### src/rtl/image_store_ring_ctrl_pkg.sv
// Shared types and constants for the image store ring controller.
// Holds the FSM encoding, the fixed per-command image count and the default index width.
package image_store_ring_ctrl_pkg;

    localparam int unsigned DEFAULT_BUF_W = 2;
    localparam int unsigned CMD_IMAGE_CNT = 1;

    typedef enum logic [2:0] {
        ST_IDLE      = 3'd0,
        ST_ISSUE     = 3'd1,
        ST_WAIT_BUSY = 3'd2,
        ST_WAIT_DONE = 3'd3,
        ST_COMMIT    = 3'd4
    } state_t;

endpackage

### src/rtl/image_store_ring_next_idx.sv
// Picks the next ring buffer to write: the successor of wr_idx, advanced once more
// if that successor is the buffer the reader is holding. Wrap uses a compare, not a modulo.
module image_store_ring_next_idx
    import image_store_ring_ctrl_pkg::*;
#(
    parameter int BUF_W = DEFAULT_BUF_W
) (
    input  logic [BUF_W-1:0] wr_idx,
    input  logic [BUF_W-1:0] n,
    input  logic             rd_lock,
    input  logic [BUF_W-1:0] held_idx,
    output logic [BUF_W-1:0] next_idx
);

    logic [BUF_W:0]   inc1;
    logic [BUF_W:0]   inc2;
    logic [BUF_W-1:0] cand;

    // NOTE: every variable gets a default before any branch so no latch is inferred.
    always_comb begin
        inc1     = {1'b0, wr_idx} + (BUF_W+1)'(1);
        cand     = (inc1 == {1'b0, n}) ? '0 : inc1[BUF_W-1:0];
        inc2     = {1'b0, cand} + (BUF_W+1)'(1);
        next_idx = cand;
        if (rd_lock && (cand == held_idx)) begin
            next_idx = (inc2 == {1'b0, n}) ? '0 : inc2[BUF_W-1:0];
        end
    end

endmodule

### src/rtl/image_store_ring_ctrl.sv
// Sequences the image store writer over a ring of N frame buffers and publishes the
// newest complete buffer to the reader, never starting a write into the held buffer.
module image_store_ring_ctrl
    import image_store_ring_ctrl_pkg::*;
#(
    parameter int BUF_W       = DEFAULT_BUF_W,
    parameter int STORE_WIDTH = 4,
    parameter int FCNT_W      = 16
) (
    input  logic                   clk,
    input  logic                   rst_n,
    input  logic                   cfg_en,
    input  logic [31:0]            cfg_base,
    input  logic [31:0]            cfg_stride,
    input  logic [BUF_W-1:0]       cfg_buf_num,
    input  logic                   wr_busy,
    output logic                   sig_en,
    output logic [31:0]            sig_address,
    output logic [STORE_WIDTH-1:0] sig_image_cnt,
    input  logic                   rd_lock,
    output logic                   rd_valid,
    output logic [BUF_W-1:0]       rd_index,
    output logic [31:0]            rd_address,
    output logic                   frame_done,
    output logic [FCNT_W-1:0]      frame_cnt,
    output logic                   running
);

    state_t           state;
    state_t           next_state;
    logic [31:0]      base_q;
    logic [31:0]      stride_q;
    logic [BUF_W-1:0] n_q;
    logic [BUF_W-1:0] wr_idx;
    logic [BUF_W-1:0] next_idx;
    logic [BUF_W-1:0] held_idx;
    logic [BUF_W-1:0] held_eff;
    logic             lock_q;
    logic             lock_rise;
    logic [31:0]      commit_addr;

    // A lock rising in the COMMIT cycle already protects the buffer the reader grabbed.
    assign lock_rise = rd_lock && !lock_q;
    assign held_eff  = lock_rise ? rd_index : held_idx;

    image_store_ring_next_idx #(.BUF_W(BUF_W)) u_next_idx (
        .wr_idx   (wr_idx),
        .n        (n_q),
        .rd_lock  (rd_lock),
        .held_idx (held_eff),
        .next_idx (next_idx)
    );

    // Shift-add of the next index times stride, ready before the following ISSUE.
    always_comb begin
        commit_addr = base_q;
        for (int i = 0; i < BUF_W; i++) begin
            if (next_idx[i]) commit_addr = commit_addr + (stride_q << i);
        end
    end

    // NOTE: sequential state uses non-blocking assignments so all registers update together.
    always_ff @(posedge clk or negedge rst_n) begin
        if (!rst_n) state <= ST_IDLE;
        else        state <= next_state;
    end

    always_comb begin
        next_state = state;
        case (state)
            ST_IDLE:      if (cfg_en)   next_state = ST_ISSUE;
            ST_ISSUE:                   next_state = ST_WAIT_BUSY;
            ST_WAIT_BUSY: if (wr_busy)  next_state = ST_WAIT_DONE;
            ST_WAIT_DONE: if (!wr_busy) next_state = ST_COMMIT;
            ST_COMMIT:    next_state = cfg_en ? ST_ISSUE : ST_IDLE;
            default:                    next_state = ST_IDLE;
        endcase
    end

    always_comb begin
        sig_en        = (state == ST_ISSUE);
        sig_image_cnt = sig_en ? STORE_WIDTH'(CMD_IMAGE_CNT) : '0;
        frame_done    = (state == ST_COMMIT);
        running       = (state != ST_IDLE);
    end

    always_ff @(posedge clk or negedge rst_n) begin
        if (!rst_n) begin
            base_q      <= '0;
            stride_q    <= '0;
            n_q         <= '0;
            wr_idx      <= '0;
            sig_address <= '0;
            rd_valid    <= 1'b0;
            rd_index    <= '0;
            rd_address  <= '0;
            frame_cnt   <= '0;
        end else if (state == ST_IDLE) begin
            if (cfg_en) begin
                base_q      <= cfg_base;
                stride_q    <= cfg_stride;
                n_q         <= (cfg_buf_num == '0) ? BUF_W'(1) : cfg_buf_num;
                wr_idx      <= '0;
                sig_address <= cfg_base;
                rd_valid    <= 1'b0;
            end
        end else if (state == ST_COMMIT) begin
            rd_index   <= wr_idx;
            rd_address <= sig_address;
            rd_valid   <= 1'b1;
            frame_cnt  <= frame_cnt + FCNT_W'(1);
            wr_idx     <= next_idx;
            if (cfg_en) sig_address <= commit_addr;
        end
    end

    always_ff @(posedge clk or negedge rst_n) begin
        if (!rst_n) begin
            lock_q   <= 1'b0;
            held_idx <= '0;
        end else begin
            lock_q <= rd_lock;
            if (lock_rise) held_idx <= rd_index;
        end
    end

endmodule

### config.mk
export PLATFORM = sky130hd
export DESIGN_NAME = image_store_ring_ctrl
export DESIGN_NICKNAME = d
export VERILOG_FILES = /design/src/rtl/image_store_ring_ctrl_pkg.sv /design/src/rtl/image_store_ring_next_idx.sv /design/src/rtl/image_store_ring_ctrl.sv
export SDC_FILE = /design/constraint.sdc
export NUM_CORES = 1
export LEC_CHECK = 0
export CAP_MARGIN = 30
export CORE_ASPECT_RATIO = 0.75
export CORE_MARGIN = 5
export CORE_UTILIZATION = 50
export DETAILED_ROUTE_END_ITERATION = 8
export HOLD_SLACK_MARGIN = 0.03
export PLACE_DENSITY = 0.75
export SYNTH_ARGS = -nofsm -noshare
export SYNTH_HDL_FRONTEND = slang
export SYNTH_SLANG_ARGS = --single-unit
### constraint.sdc
create_clock -name clk -period 10.3 [get_ports clk]
set_input_delay 1.03 -clock clk [delete_from_list [all_inputs] [get_ports clk]]
set_output_delay 1.03 -clock clk [all_outputs]
set_load 0.02 [all_outputs]
==> summary.txt <==
diodes inserted -> 0
vias per inst -> 5.89
share of cells above drive strength 1 -> 13.1%
Post-Synthesis Cells -> 1,036
EDFF count, synth -> 0
IO buf count -> 157
FFs w/ async S/R, synth -> 100%
total wire length -> 27,500 um
CP max FO -> 56
die height -> 133 um
via count -> 8,506
Synth Register Bits -> 157
mapped cell area -> 0.0101 sq mm
Iter 0 DRT Violations -> 616
Critical R2R Launch -> wr_idx[0]$_DFFE_PN0P_
Critical Path RT -> 10.66 ns
Die X -> 174 um
Root Driver -> clkbuf_16
DRC -> 0
Clock Latency Late Sink -> 0.43 ns
grt ovf -> 0
WL per Instance -> 19.0 um
GP Congestion -> 0.911
Final Hold Fails -> 0
synthesis-to-layout area growth -> 23.5%
Distinct cells, synth -> 75
first-pass GRT wire length -> 43,700 um
Layout Skew -> 0.00825 ns
Max transition margin -> 39.7%
Final Slew Violations -> 0
Total GRT Usage -> 23.5%
maximum clock insertion buffer count -> 2
H-tree levels -> 4
hold buffer count at CTS -> 0
# nets final -> 1,315
most frequent cells in the layout -> dfrtp_1, clkdlybuf4s50_1, nand2_1
initial core utilization -> 50.3%
Seq/Total Area, Yosys -> 39.0%
post_cts resized -> 0
io pins -> 161
pin slew with the least headroom to its limit -> 0.904 ns
YS warnings -> 0
reg2reg path depth -> 20
# clock sinks -> 157
most common cell after layout, fill and taps aside -> dfrtp_1
worst path arrival time -> 6.11 ns
max incr delay on CP -> 0.52 ns
Core Rows -> 45
Antenna Violating Nets Remaining -> 0
hold_sp -> frame_cnt[15]$_DFFE_PN0P_
Setup crit start kind -> flip-flop
Core Footprint -> 0.0200 sq mm
Fin Setup TNS -> 0 ns
CP max-delay cell -> buf_4
RSZ-0062 raised after global routing -> false
WS Path Type -> flip-flop to flip-flop
R2R Setup Slk -> 4.55 ns
CTS tree -> yes
WHS Endpoint -> frame_cnt[15]$_DFFE_PN0P_
number of buffers created by CTS -> 17
Primary FF master, synth -> dfrtp_1
syn avg cell area -> 9.73 sq um
largest net degree at the start of global routing -> 91
initial antenna violation count -> 1
vias in the first global route -> 7,963
half-perimeter wire length after placement -> 20,000 um
clk slew on worst S/H paths -> 0.07 ns
maxcap violations -> 0
Pre-antenna DRT Iters -> 5
RR Endpoint -> sig_address[29]$_DFFE_PN0P_
status -> completed
die area -> 0.0231 sq mm
Hold Path Depth -> 1
Worst Hold Class -> flip-flop to flip-flop
fmax -> 0.174 GHz
postcts setup bufs -> 0
CP Cell Sequence -> ha_1 -> xnor2_1 -> a31oi_2 -> ha_1 -> xor2_1 -> o311a_1 -> o22ai_4 -> buf_4 -> o21ai_1 -> fa_1 -> a21o_1 -> a221o_1 -> a211oi_2 -> o311ai_1 -> a21o_1 -> a41o_1 -> a21oi_1 -> xnor2_1 -> a21boi_1 -> o21ai_1
CP Capture Type -> flip-flop
Tmin final -> 5.75 ns
Setup Viol. Count Final -> 0
Final Cycle Share -> 55.8%
[layout make-up]
cell class / count / area (sq um)
clock buffer: 21 / 440
sequential: 157 / 3930
tap: 258 / 323
fill: 1704 / 7600
timing repair buffer: 166 / 1640
clock inverter: 11 / 158
inverter: 22 / 82.6
multi-input combinational: 810 / 5870
[sequential cells by signal, indices dropped and copies added (netlist names)]
register	cells
held_idx	2
n_q	2
frame_cnt	16
state	3
stride_q	32
base_q	32
wr_idx	2
lock_q	1
rd_valid	1
rd_index	2
sig_address	32
rd_address	32
[metrics by stage]
step	utilization (%)	std cells	hold WS [ns]	worst slack [ns]	instance area, sq um
after floorplan	-	1038	0.483	5.33	10100
after global placement	59.1	1412	0.460	4.50	11800
after detailed placement	59.1	1412	0.476	4.39	11800
after CTS	62.1	1444	0.488	4.55	12400
after global routing	62.1	1445	0.509	4.24	12400
final	62.1	1445	0.486	4.55	12400
[synthesized netlist by cell type, drive strengths merged (16+ instances only)]
| cell type | n | area (sq um) |
|---|---|---|
| or3 | 25 | 158 |
| mux2 | 97 | 1090 |
| a31oi | 16 | 106 |
| buf | 18 | 93.9 |
| ha | 68 | 851 |
| a21o | 32 | 240 |
| clkbuf | 30 | 113 |
| xor2 | 26 | 228 |
| xnor2 | 46 | 403 |
| o21ai | 98 | 498 |
| inv | 22 | 82.6 |
| a21oi | 62 | 310 |
| nor2 | 41 | 154 |
| nand2 | 130 | 488 |
| dfrtp | 157 | 3930 |
[how the worst max path moves through the flow]
stage / from / endpoint / slack (ns) / cells past startpoint
4_1_cts: wr_idx[0]$_DFFE_PN0P_ / sig_address[29]$_DFFE_PN0P_ / 4.55 / 20
3_5_place_dp: rd_lock / sig_address[29]$_DFFE_PN0P_ / 4.39 / 21
5_1_grt: wr_idx[0]$_DFFE_PN0P_ / sig_address[29]$_DFFE_PN0P_ / 4.24 / 20
2_1_floorplan: wr_idx[0]$_DFFE_PN0P_ / sig_address[29]$_DFFE_PN0P_ / 5.33 / 22
6_report: wr_idx[0]$_DFFE_PN0P_ / sig_address[29]$_DFFE_PN0P_ / 4.55 / 20
3_3_place_gp: rd_lock / sig_address[29]$_DFFE_PN0P_ / 4.50 / 21
[kinds of logic (layout without fill, tap and decap cells)]
logic type               Yosys count  in the layout  synth area share (%)
AND/OR/NAND/NOR                  273            273                  12.6
XOR/XNOR                          72             72                  6.26
multiplexers                     104            104                  11.5
AO/OA/AOI/OAI                    288            288                  18.8
other                              1              3                0.0372
buffers and inverters             71            220                  2.96
adder cells (fa/ha/maj)           70             70                  8.84
flip-flops                       157            157                  39.0
[worst max-delay path, delay by kind of cell (launching register included)]
family	cells	cell delay, ns
fa+ha+maj	3	1.17
flops	1	0.46
buf+inv	1	0.52
xor+xnor	3	0.44
compound gates	13	3.08
[per-layer routing]
| metal | track usage [%] | wire length (um) | vias up |
|---|---|---|---|
| met5 | 0 | 13 | - |
| met4 | 4.92 | 307 | 2 |
| met3 | 5.43 | 2200 | 28 |
| met2 | 35.2 | 11700 | 323 |
| met1 | 35.0 | 13200 | 4133 |
| li1 | - | - | 4020 |
Power is left out: the tool's default activity adds up to more than one toggle a clock period on the data nets, which glitch-free logic cannot reach.
